**config.mk**
```make
export PLATFORM = sky130hd
export DESIGN_NAME = pipelined_prefix_adder
export DESIGN_NICKNAME = d
export VERILOG_FILES = /design/src/rtl/pipelined_prefix_adder.sv
export SDC_FILE = /design/constraint.sdc
export NUM_CORES = 1
export LEC_CHECK = 0
export CAP_MARGIN = 20
export CORE_MARGIN = 2
export CORE_UTILIZATION = 40
export CTS_CLUSTER_DIAMETER = 40
export DETAILED_ROUTE_END_ITERATION = 10
export PLACE_DENSITY_LB_ADDON = 0.3
export SYNTH_ARGS = -nofsm -noshare
export SYNTH_HDL_FRONTEND = slang
export SYNTH_SLANG_ARGS = --single-unit
```
**constraint.sdc**
```tcl
create_clock -name clk -period 2.4 [get_ports clk]
set_input_delay 0.48 -clock clk [delete_from_list [all_inputs] [get_ports clk]]
set_output_delay 0.48 -clock clk [all_outputs]
set_load 0.01 [all_outputs]
```
**src/rtl/pipelined_prefix_adder.sv**
```systemverilog
// Pipelined parallel-prefix adder: S = A + B + CIN with carry-out and signed overflow.
// Prefix topology picked by MODE (0 Kogge-Stone, 1 Brent-Kung, 2 Sklansky); a register
// cut follows every PIPE_EVERY prefix levels. Valid/ready on both sides, whole-pipe stall.
module pipelined_prefix_adder #(
  parameter int unsigned N          = 16,
  parameter int unsigned MODE       = 0,
  parameter int unsigned PIPE_EVERY = 2
) (
  input  logic         clk,
  input  logic         rst,
  input  logic [N-1:0] A,
  input  logic [N-1:0] B,
  input  logic         CIN,
  input  logic         IN_VALID,
  output logic         IN_READY,
  output logic [N:0]   S,
  output logic         OVF,
  output logic         OUT_VALID,
  input  logic         OUT_READY
);

  localparam int unsigned LOG    = $clog2(N);
  localparam int unsigned LW     = (LOG < 1) ? 1 : LOG;
  localparam int unsigned LEVELS = (MODE == 1) ? 2 * LOG - 1 : LOG;
  localparam int unsigned PE     = (PIPE_EVERY == 0) ? 1 : PIPE_EVERY;
  localparam int unsigned K      = (LEVELS + PE - 1) / PE;

  if (!(N == 4 || N == 8 || N == 16 || N == 32 || N == 64)) begin : g_bad_n
    $error("pipelined_prefix_adder: N must be a power of two in 4..64");
  end
  if (PIPE_EVERY < 1 || PIPE_EVERY > LEVELS) begin : g_bad_pe
    $error("pipelined_prefix_adder: PIPE_EVERY must be in 1..LEVELS");
  end
  if (MODE > 2) begin : g_bad_mode
    $error("pipelined_prefix_adder: MODE must be 0, 1 or 2");
  end

  // Applies prefix levels lo..hi of the selected topology to (g,p); returns {g,p}.
  // Each level reads only the previous level's values, so nodes update independently.
  function automatic logic [2*N-1:0] prefix_levels(input logic [N-1:0] gi,
                                                   input logic [N-1:0] pi,
                                                   input int unsigned  lo,
                                                   input int unsigned  hi);
    logic [N-1:0]    g, p, og, op;
    logic [LW-1:0]   ii, j;
    int unsigned     d;
    logic            hit;
    g = gi;
    p = pi;
    for (int unsigned l = 1; l <= LEVELS; l++) begin
      if (l >= lo && l <= hi) begin
        og = g;
        op = p;
        for (int unsigned i = 0; i < N; i++) begin
          hit = 1'b0;
          j   = '0;
          ii  = LW'(i);
          case (MODE)
            1: begin
              if (l <= LOG) begin
                // up-sweep: combine blocks of size d into blocks of size 2d
                d = 32'd1 << (l - 1);
                if ((i + 1) % (2 * d) == 0) begin
                  hit = 1'b1;
                  j   = LW'(i - d);
                end
              end else begin
                // down-sweep: fill the middle nodes from the completed block below
                d = 32'd1 << (2 * LOG - l - 1);
                if (i >= 2 * d && (i + 1) % (2 * d) == d) begin
                  hit = 1'b1;
                  j   = LW'(i - d);
                end
              end
            end
            2: begin
              if (((i >> (l - 1)) & 32'd1) == 32'd1) begin
                hit = 1'b1;
                j   = LW'(((i >> (l - 1)) << (l - 1)) - 1);
              end
            end
            default: begin
              d = 32'd1 << (l - 1);
              if (i >= d) begin
                hit = 1'b1;
                j   = LW'(i - d);
              end
            end
          endcase
          if (hit) begin
            g[ii] = og[ii] | (op[ii] & og[j]);
            p[ii] = op[ii] & op[j];
          end
        end
      end
    end
    return {g, p};
  endfunction

  logic         advance;
  logic [K:0]   sv;
  logic [N-1:0] gw [0:K];
  logic [N-1:0] pw [0:K];
  logic [N-1:0] ow [0:K];
  logic         cw [0:K];

  logic [N-1:0] g0_q, p0_q;
  logic         c0_q;

  assign advance  = !OUT_VALID | OUT_READY;
  assign IN_READY = advance;

  assign gw[0] = g0_q;
  assign pw[0] = p0_q;
  assign ow[0] = p0_q;
  assign cw[0] = c0_q;

  // Valid bits of every stage advance together; bubbles travel as valid=0.
  always_ff @(posedge clk or posedge rst) begin
    if (rst) begin
      sv        <= '0;
      OUT_VALID <= 1'b0;
    end else if (advance) begin
      sv        <= {sv[K-1:0], IN_VALID};
      OUT_VALID <= sv[K];
    end
  end

  // Stage 0: bitwise propagate/generate and carry-in.
  always_ff @(posedge clk) begin
    if (advance) begin
      g0_q <= A & B;
      p0_q <= A ^ B;
      c0_q <= CIN;
    end
  end

  for (genvar k = 1; k <= K; k++) begin : g_stage
    localparam int unsigned LO = (k - 1) * PE + 1;
    localparam int unsigned HI = (k * PE < LEVELS) ? k * PE : LEVELS;

    logic [N-1:0]   gin;
    logic [2*N-1:0] gp;
    logic [N-1:0]   g_q, p_q, o_q;
    logic           c_q;

    if (k == 1) begin : g_fold
      // carry-in acts as a generate just below bit 0, so it is absorbed into g[0]
      assign gin = {gw[0][N-1:1], gw[0][0] | (pw[0][0] & cw[0])};
    end else begin : g_pass
      assign gin = gw[k-1];
    end

    assign gp = prefix_levels(gin, pw[k-1], LO, HI);

    // Register the group prefix after this stage's slice of levels.
    always_ff @(posedge clk) begin
      if (advance) begin
        g_q <= gp[2*N-1:N];
        p_q <= gp[N-1:0];
        o_q <= ow[k-1];
        c_q <= cw[k-1];
      end
    end

    assign gw[k] = g_q;
    assign pw[k] = p_q;
    assign ow[k] = o_q;
    assign cw[k] = c_q;
  end

  // c[0] = CIN, c[i] = group generate of bits i-1..0 (carry-in included).
  logic [N:0] c;
  assign c = {gw[K], cw[K]};

  // Output stage: sum, carry-out and signed overflow; only loaded with valid data.
  always_ff @(posedge clk or posedge rst) begin
    if (rst) begin
      S   <= '0;
      OVF <= 1'b0;
    end else if (advance && sv[K]) begin
      S   <= {c[N], ow[K] ^ c[N-1:0]};
      OVF <= c[N] ^ c[N-1];
    end
  end

endmodule
```
---- After elaboration in Yosys (flattened, before gate mapping) ----
Cells that the tools add are included.
storage, ports and cells
  ROM bits ................................ 0
  bits in latches ......................... 0
  memory bits (writable) .................. 0
  register bits ........................... 137
  memories kept ........................... 0
  bits of input ports ..................... 37
  word-level logic and storage cells ...... 158
cells by class
  bitwise logic cells ..................... 142
  divide/modulo/power cells ............... 0
  equality and inequality tests ........... 0
  reductions and logical operators ........ 2
  $mul .................................... 0
  $lt $le $gt $ge ......................... 0
  $add $sub $neg .......................... 0
  multiplexer cells ....................... 0
  shift operators ......................... 0
operators with widths
  operator            number
  1-bit bitwise AND   87
  1-bit OR            51
  16-bit XOR          2
  16-bit bitwise AND  1
  1-bit logical AND   1
  1-bit zero test     1
  1-bit XOR           1

---- Logic depth before layout (Yosys ltp) ----
  word-level depth ........................ 6
  depth in mapped cells ................... 5

---- Worst setup path before layout ----
Ideal clock, no wire load.
  path type ............................... input -> output
  start ................................... input port OUT_READY
  end ..................................... output port IN_READY
  slack ................................... -119 ps
  data required time ...................... 1920 ps
  arrival time ............................ 2039 ps
  stages .................................. 2
  cells stage by stage .................... nand2b_4 > buf_2
on the way
  longest elaborated chain between the ends .. 1
ends and longest elaborated chain
  item         line  RTL
  from (decl)  19    input logic OUT_READY
  1-bit OR     110   assign advance = !OUT_VALID | OUT_READY;
  to (decl)    15    output logic IN_READY,
Every way passes these cells.

---- Final worst setup path ----
Ends and elaborated chain as after synthesis.

==> summary.txt <==
Die
  – Initial core utilization: roughly two fifths
  – Die area: between 10000 and 15000 µm²
  – Area inside the core boundary: about 12000 µm²
  – # rows: 40
  – Die outline width: about 110 µm
  – Die Height: 114.8 µm
  – Ports placed on the boundary: 57

STA
  – Worst slack on hold paths: 0.4170 ns
  – Post-route clock period utilization: approximately 90%
  – Worst Clk Skew: just under 0.005 ns
  – Summed negative setup slack over all endpoints: 0 ns
  – Remaining max-slew budget at the tightest pin: between 40% and 50%
  – Min Clock Period, post-route: around 2.2 ns
  – F_max: about 460 MHz
  – Final setup violation count: 0
  – Slack of the critical path: approximately 0.24 ns
  – Hold violation count in the final report: 0
  – Slew at the pin closest to its max-slew limit: just over 0.8 ns
  – Unrepaired setup endpoints after global routing: false
  – Max-slew violation count: 0

GRT
  – Global-route usage over all layers: between 10% and 20%
  – Initial antenna violation count: 0
  – Vias in the first global route: 2410
  – Pin count of the biggest net entering global routing: between 100 and 150
  – Gr ovfl total: 0
  – Global-route wire length before repair: roughly 12 mm

Place
  – Pre-CTS setup slack: around 0.15 ns
  – Number of port buffers: 56
  – Post-detailed-placement half-perimeter wirelength: 4.782 mm
  – Global placer's final weighted congestion: between 0.7 and 0.8

Pwr
  – Pleak: 2.324 nW
  – Total power draw: a little under 0.008 W
  – P per Cell Area: 1259 nW/µm²
  – Worst vdd ir: between 0.6 and 0.7 mV

Route
  – Initial DRT Pass Iterations: 4
  – DRC Markers: 0
  – DRT Wirelength: between 7 and 8 mm
  – Iter 0 DRT Violations: around 140
  – Count of nets left with antenna violations after detail routing: 0
  – Avg WL per Cell: approximately 14 µm
  – Vias after detailed routing: 2465
  – Routed vias/inst: roughly 4.8

Logic synthesis
  – Synthesis-stage register bit count: between 100 and 150
  – Top cells by instance count after synthesis: edfxtp_1 (111), a21oi_1 (39), dfrtp_1 (22)
  – Part of the Yosys area used for sequential elements: 79.06%
  – Number of distinct standard cells referenced by the synthesized netlist: 21
  – Post-Synthesis Cells: between 200 and 300
  – Cell accounting for the most synthesized area: edfxtp_1
  – Post-synth design cell area: just under 5000 µm²
  – Post-synth top area share: approximately two thirds
  – Net count after synthesis: between 300 and 400
  – Synthesis Warnings: 0
  – Number of enable flip-flop cells after synthesis: ~110
  – Largest cells by area after synthesis: edfxtp_1 (68%), dfrtp_1 (11%), ha_1 (4.1%)
  – Synthesized area per cell: roughly 17 µm²
  – Dominant cell by count in the synthesized netlist: edfxtp_1
  – Most used flip-flop cell after synthesis: edfxtp_1
  – Fraction of synthesis flops using an asynchronous set or reset pin: approximately 17%

Clock tree
  – CTS hold repair buffers: 0
  – TritonCTS clock tree: yes
  – CTS Buf Count: 17
  – Insertion delay to the later sink of the worst-skew pair: 0.40 ns
  – # Post-CTS Setup Buffers: 0
  – Clock Tree Buf Depth: 2
  – Quantity of gates resized following cts: 0
  – Count of H-tree levels built during CTS: 4
  – Root buffer cell: clkbuf_16
  – Clk slew on worst S/H paths: around 0.05 ns
  – Clock sink total: between 100 and 150

Worst setup path
  – Startpoint Class: input port
  – Worst path most repeated cell: clkdlybuf4s50_1
  – Largest fanout on the critical path: 2
  – Buf+Inv Stages, Crit Path: 2
  – Crit-path cells: clkdlybuf4s50_1, nand2b_4, clkdlybuf4s50_1
  – CP required: approximately 1.9 ns
  – Critical path data arrival time: ~1.7 ns
  – Stages on the worst setup path: 3
  – Number of cells traversed by the worst register-to-register path: 5
  – Delay of the slowest critical-path stage: a little over 0.6 ns
  – Slowest CP cell: clkdlybuf4s50_1
  – Kind of critical path: input port to output pin
  – Type of destination of the critical path: output pin
  – Cell class contributing the biggest share of worst-path delay: buffers and inverters

Worst hold path
  – Worst hold stages: 0
  – Class of the worst hold path: flop to flop

Cells and area
  – Area added between synthesis and finish: 26.16%
  – Count of nets after finishing: ~410
  – Share of cells above drive strength 1: around 12%
  – Total inserted antenna cells: 0

Run status
  – Result of the run: complete, no violations

Job
  – Maximum capacitance violations: 0
-- through the flow --
| stage | instances | area [µm²] | util, % |
|---|---|---|---|
| after floorplan | 284 | 4915 | - |
| after global placement | 484 | 5649 | 47.03 |
| after detailed placement | 484 | 5649 | 47.03 |
| after CTS | 516 | 6197 | 51.59 |
| after global routing | 516 | 6197 | 51.59 |
| final | 516 | 6197 | 51.59 |
-- sequential cells by signal, summed over array words and instances (netlist names) --
signal	cells
g0_q	16
g_stage.c_q	2
S	17
OUT_VALID	1
g_stage.g_q	32
OVF	1
g_stage.p_q	12
sv	3
p0_q	16
g_stage.o_q	32
c0_q	1
-- layout by cell type, fill, tap and decap left out, drive strengths merged, types with 3 or more instances in the layout --
master	n
clkdlybuf4s50	56
buf	3
edfxtp	111
dfrtp	22
a21oi	49
o21ai	13
xnor2	17
nor2	12
a21o	13
ha	16
mux2	4
clkbuf	19
nand2	15
clkinv	11
-- final timing paths --
path	startpoint	endpoint	slack, ns
worst max-delay path	OUT_READY	IN_READY	0.24
worst min-delay path	g_stage[1].o_q[8]	g_stage[2].o_q[8]	0.42
worst max register to register	OUT_VALID	S[15]	0.72
worst min register to register	g_stage[1].o_q[8]	g_stage[2].o_q[8]	0.42
max in group asynchronous	rst	S[12]	1.34
min in group asynchronous	rst	S[1]	0.55
-- report_power, final --
| group | internal [W] | switching (W) | total (W) | leakage, nW |
|---|---|---|---|---|
| clock | 0.00150 | 0.000853 | 0.00235 | 0.276 |
| combinational | 0.000769 | 0.000782 | 0.00155 | 0.676 |
| sequential | 0.00349 | 0.000409 | 0.00390 | 1.37 |
| total | 0.00576 | 0.00204 | 0.00780 | 2.32 |
-- final cells by class --
| cell class | instances | area (µm²) |
|---|---|---|
| multi-input cells | 143 | 978.4 |
| clock buffers | 19 | 432.9 |
| clock inverters | 13 | 115.1 |
| flip-flops and latches | 133 | 3884 |
| fillers | 1000 | 5814 |
| repair buffers | 59 | 595.6 |
| inverters | 2 | 7.507 |
| well taps | 147 | 183.9 |
-- cell families (layout without fill, tap and decap cells) --
group,after synthesis,after routing,synth area share (%)
muxes,4,4,0.9932
AOI/OAI and AO/OA,75,75,9.068
adders and majority gates,16,16,4.075
DFF,133,133,79.06
buffers and inverters,8,93,1.019
xor gates and xnor gates,17,17,3.031
and+or+nand+nor,31,31,2.751
-- metal layers --
layer | track usage [%] | part of all wire (%) | vias up
li1 | - | - | 1224
met1 | 14.57 | 45 | 1158
met2 | 18.26 | 48 | 68
met3 | 4.533 | 5.4 | 15
met4 | 6.667 | 2.2 | 0
met5 | 0 | 0 | -
No activity file was read; power rests on OpenSTA's default activity.
==> edit 1, RTL diff (same flow settings) <==
`PIPE_EVERY`: 2 -> 1.
--- a/src/rtl/pipelined_prefix_adder.sv
+++ b/src/rtl/pipelined_prefix_adder.sv
@@ -4,7 +4,7 @@
 module pipelined_prefix_adder #(
   parameter int unsigned N          = 16,
   parameter int unsigned MODE       = 0,
-  parameter int unsigned PIPE_EVERY = 2
+  parameter int unsigned PIPE_EVERY = 1
 ) (
   input  logic         clk,
   input  logic         rst,
Formal check against the unedited RTL: not equivalent (a bounded check fails within 10 cycles, from zero or initial values and one cycle with rst high).
==> edit 1 against the unedited design <==
Area after synthesis increased by 60%. Wire length rose by 50%. Clock power increased by 81%. Clock skew is 4.3 ps higher. Cell area grew 58%. Sequential share of layout area rose by 4.7 points. Utilization is 1.1 points lower. Sequential cell count grew 90. Register-to-register slack better by 130 ps. Power increased by 65%. Sequential power grew 73%. Setup slack better by 17 ps. Critical endpoint unchanged. Highest routed layer unchanged.
==> edit 1: results (changes against the unedited design) <==
----------------------------------------------------
[Finish]
  Antenna diode instance count ... 0 (unchanged)
  Proportion of layout cells with a drive suffix above 1 ... 0.130 (+0.00805)
  Top Registers ... g_stage.g_q (64), g_stage.o_q (61), g_stage.p_q (37)
  Number of nets in the layout ... 531 (+30%)

[Placement]
  Placement-stage worst setup slack ... 228 ps (+81.8 ps)
  Routability-driven placement congestion ratio ... 0.678 (-7.4%)
  Cell count after placement ... 712 (+47%)
  Number of buffers inserted by port buffering ... 56 (unchanged)
  Post-DP HPWL ... 6.85 mm (+43%)
  Placed cell area ... 8780 um2 (+55%)

[Yosys]
  Syn. warnings ... 0 (unchanged)
  Most frequent cells after synthesis ... edfxtp_1, a21o_1, a21oi_1, and2_1, dfrtp_1
  Number of flops mapped to enable cells by yosys ... 199 (+79%)
  Fraction of registers with async set/reset ... 0.108 (-0.0578)
  Mapped Nets ... 444 (+32%)
  Largest cells by area after synthesis ... edfxtp_1, dfrtp_1, a21o_1, and2_1, ha_1
  Part of the Yosys area used for sequential elements ... 0.839 (+0.0482)
  Count of cell types in the netlist ... 16 (-24%)
  Post-Synthesis Cells ... 391 (+38%)

[Global route]
  Wire length of the first global-routing pass ... 17.7 mm (+53%)
  Pin count of the biggest net entering global routing ... 68 (-38%)
  Antenna violations before repair ... 0 (unchanged)
  Vias in the first global route ... 3504 (+45%)
  Total routing usage reported by global routing ... 0.108 (-0.0107)

[STA]
  Final Hold Violating Endpoints ... 0 (unchanged)
  Largest clock skew in the final design ... 9.18 ps (+4.30 ps)
  Worst Max-Slew Pin Slew ... 881 ps (+59.8 ps)

[Status]
  Status ... complete, no violations

[Clock network]
  Number of instances resized during post-cts repair ... 0 (unchanged)
  Setup fix buffers added after clock tree synthesis ... 0 (unchanged)
  Clock transition at the registers of the reported paths ... 50 ps (about the same)
  Maximum buffer depth of the clock tree ... 3 (+1)
  CTS H-tree lvls ... 1 (-3)
  CTS Buf Count ... 29 (+12)
  Worst-Skew Late Latency ... 510 ps (+110 ps)
  CTS Root Buffer Type ... clkbuf_16

[Drt]
  Via-per-instance ratio ... 4.49 (-6.1%)
  Routed wire length per instance ... 13.9 um (+1.2%)
  Starting DRT DRC Count ... 219 (+58%)
  Total via count after detailed routing ... 3433 (+39%)
  DR pass1 iterations ... 4 (unchanged)

[Critical path]
  Delay contributed by the slowest stage of the critical path ... 550 ps (-60 ps)
  Data arrival time at the worst-slack endpoint ... 1660 ps (-20 ps)
  Launch instance of the worst register-to-register path ... OUT_VALID
  CP max FO ... 2 (unchanged)

[Power and ir drop]
  Highest ir drop seen on vdd ... 0.572 mV (-5.3%)
  Reported leakage power ... 3.72 nW (+60%)

[Hold path]
  Hold wc startpoint ... g_stage[2].o_q[3]
  Class of the tightest hold or removal check ... reg2reg

----------------------------------------------------
[edit 1: cell count changes after synthesis, sizes merged]
cell,delta
clkbuf,+1
a21oi,-15
and2,+34
dfrtp,+2
a21o,+37
inv,-1
edfxtp,+88
nor2,-12
o21ai,-13
nand3,-1
nand2,-15
mux2,+2
[edit 1: path summary, 6_finish.rpt]
| check | endpoint | slack [ps] | cells past startpoint |
|---|---|---|---|
| max reg2reg | g_stage[2].g_q[10] | 850 | 3 |
| max in group asynchronous | S[8] | 1390 | 2 |
| min in group asynchronous | sv[4] | 470 | 2 |
| max | IN_READY | 260 | 3 |
| min reg2reg | g_stage[3].o_q[3] | 420 | 0 |
| min | g_stage[3].o_q[3] | 420 | 0 |
[edit 1: metrics by stage]
step	hold WS, ps	util
floorplan	400	-
global placement	403	0.454
detailed placement	405	0.454
CTS	418	0.505
global route	423	0.505
finish	416	0.505
[edit 1: logic make-up (layout without fill, tap and decap cells)]
family,Yosys count,after routing,share of synthesized area
AOI/OAI and AO/OA,84,84,0.0696
xor gates and xnor gates,17,17,0.0190
adders and majority gates,16,16,0.0255
buffers and inverters,8,117,0.00718
DFF,223,223,0.839
muxes,6,6,0.00910
and+or+nand+nor,37,37,0.0308
[edit 1: final cells by class]
cell class	instances	area [um2]
timing repair buffer	63	663
fill	1559	9570
tap	265	332
multi-input combinational	160	1210
clock inverter	23	256
sequential	223	6580
clock buffer	30	729
inverter	1	3.75
[edit 1: per-layer routing]
layer / up-vias / track usage / wire [um]
li1: 1688 / - / -
met1: 1648 / 0.150 / 5000
met2: 80 / 0.169 / 4960
met3: 17 / 0.0265 / 492
met4: 0 / 0.0366 / 219
met5: - / 0 / 0
[edit 1: power by group]
| part | leakage, nW | internal (mW) | total (mW) | switching, mW |
|---|---|---|---|---|
| registers | 2.28 | 6.05 | 6.74 | 0.692 |
| clock network | 0.486 | 2.67 | 4.25 | 1.58 |
| logic | 0.955 | 0.974 | 1.86 | 0.890 |
| total | 3.72 | 9.70 | 12.9 | 3.16 |
[edit 1: critical path: cells and delay by family]
family,cells,cell delay [ps]
buffers and inverters,2,1010
AND/OR/NAND/NOR,1,170
==> edit 2, RTL diff (same settings) <==
Without the edit above. Make the reset (`rst`) synchronous in 2 clocked blocks.
--- a/src/rtl/pipelined_prefix_adder.sv
+++ b/src/rtl/pipelined_prefix_adder.sv
@@ -116,7 +116,7 @@
   assign cw[0] = c0_q;
 
   // Valid bits of every stage advance together; bubbles travel as valid=0.
-  always_ff @(posedge clk or posedge rst) begin
+  always_ff @(posedge clk) begin
     if (rst) begin
       sv        <= '0;
       OUT_VALID <= 1'b0;
@@ -174,7 +174,7 @@
   assign c = {gw[K], cw[K]};
 
   // Output stage: sum, carry-out and signed overflow; only loaded with valid data.
-  always_ff @(posedge clk or posedge rst) begin
+  always_ff @(posedge clk) begin
     if (rst) begin
       S   <= '0;
       OVF <= 1'b0;
Function: differs if rst is asserted again (counterexample within 10 cycles, from zero or initial values and one cycle with rst high); with rst held inactive, the same outputs for 10 cycles.
==> edit 2 against the unedited design <==
Die area is 0.69% higher. Setup slack worse by 68 ps. Maximum frequency is 3.0% lower. Area after synthesis is 0.71% higher. Synthesized cell count is 3.5% higher. Cell area is 1.6% higher. Wire length is 1.6% higher. Sequential cell count stayed put. Critical path type unchanged.
Power is not compared: it rests on default switching activity, and its combinational part moved more than twofold at a synthesized area within 25%.
==> edit 2: results (changes against the unedited design) <==
----------------------------------------------------
[Placement]
  Cell count after placement ... 515 (+6.4%)
  Placement-stage worst setup slack ... 165 ps (+18.7 ps)
  Routability-driven placement congestion ratio ... 0.735 (+0.37%)
  Placed cell area ... 5690 um2 (+0.75%)

[Global route]
  Routing usage on met1 ... 0.153 (+0.00724)
  Vias in the first global route ... 2479 (+2.9%)
  M3 GR Usage ... 0.0459 (+0.000527)
  Pin count of the biggest net entering global routing ... 112 (+1.8%)
  Wire length of the first global-routing pass ... 11.9 mm (+2.7%)
  Met2 Resource Use GR ... 0.180 (-0.00264)
  Total routing usage reported by global routing ... 0.120 (+0.000981)

[Critical path]
  CP max FO ... 6 (+4)
  Data arrival time at the worst-slack endpoint ... 1750 ps (+70 ps)
  Delay contributed by the slowest stage of the critical path ... 490 ps (-120 ps)
  Launch instance of the worst register-to-register path ... sv[2]

[Finish]
  Non-clock buffer count ... 60 (+1.7%)
  Comb_multi_in ... 151 (+5.6%)
  Logic inverters ... 3 (+1)
  Sequential cell area ... 3770 um2 (-2.8%)
  Cell area after layout ... 6300 um2 (+1.6%)
  Final std cells w/o fill ... 547 (+6.0%)
  Signal buffers share of area ... 0.0958 (-0.000317)
  Antenna diode instance count ... 0 (unchanged)
  Top Registers ... g_stage.g_q (32), g_stage.o_q (31), S (17)
  Fraction of area in clock buffers and inverters ... 0.0960 (+0.00755)
  Proportion of layout cells with a drive suffix above 1 ... 0.158 (+0.0364)
  Number of clock buffers in the layout ... 18 (-1)
  Filler Cell Count ... 1009 (+0.90%)
  Number of nets in the layout ... 419 (+2.4%)
  Share of the final layout cell area in multi-input gates ... 0.173 (+0.0154)

[Status]
  Status ... complete, no violations

[Yosys]
  Portion of netlist area occupied by mux cells ... 0 (-0.00993)
  Fraction of registers with async set/reset ... 0 (-0.165)
  Post-synthesis share of cell area spent on xor and xnor gates ... 0.0301 (-0.000215)
  Compound-cell area share of the yosys netlist ... 0.118 (+0.0272)
  Most frequent cells after synthesis ... edfxtp_1, a21oi_1, dfxtp_1
  Largest cells by area after synthesis ... edfxtp_1, dfxtp_1, ha_1, xnor2_1, a211oi_2
  Mapped Nets ... 347 (+3.0%)
  Mean instance size in the synthesized netlist ... 16.8 um2 (-2.7%)
  Adder-cell share of the synthesized area ... 0.0405 (-0.000289)
  Part of the Yosys area used for sequential elements ... 0.763 (-0.0279)

[Drt]
  Total via count after detailed routing ... 2566 (+4.1%)
  Starting DRT DRC Count ... 183 (+32%)
  DRT Wirelength ... 7.23 mm (+1.6%)

[Floorplanning]
  Std-Cell Core Area ... 12100 um2 (+0.42%)

[STA]
  Worst Max-Slew Pin Slew ... 585 ps (-236 ps)
  Largest clock skew in the final design ... 8.68 ps (+3.79 ps)

[Hold path]
  Hold wc startpoint ... g_stage[1].o_q[2]

----------------------------------------------------
==> edit 2: per-stage QoR <==
| stage | power [mW] | hold WS, ps |
|---|---|---|
| after CTS | 5.84 | 417 |
| after floorplan | 3.09 | 400 |
| after detailed placement | 3.26 | 405 |
| after global routing | 6.01 | 418 |
| final | 5.79 | 416 |
| after global placement | 3.25 | 401 |
==> edit 2: per-layer routing <==
layer | part of all wire | vias to the layer above | wire length, um
met5 | 0 | - | 0
met4 | 0.017 | 0 | 123
met1 | 0.47 | 1223 | 3410
met2 | 0.46 | 66 | 3320
met3 | 0.053 | 10 | 380
li1 | - | 1267 | -
==> edit 2: worst paths after layout <==
kind | endpoint | slack (ps) | depth (start not counted)
max | IN_READY | 170 | 4
max reg2reg | S[1] | 870 | 4
min | g_stage[2].o_q[2] | 420 | 0
min reg2reg | g_stage[2].o_q[2] | 420 | 0
==> edit 2: cells by family after synthesis <==
kind of cell / after synthesis
compound gates: 81
xor+xnor: 17
fa+ha+maj: 16
buf+inv: 10
flops: 133
simple gates: 37
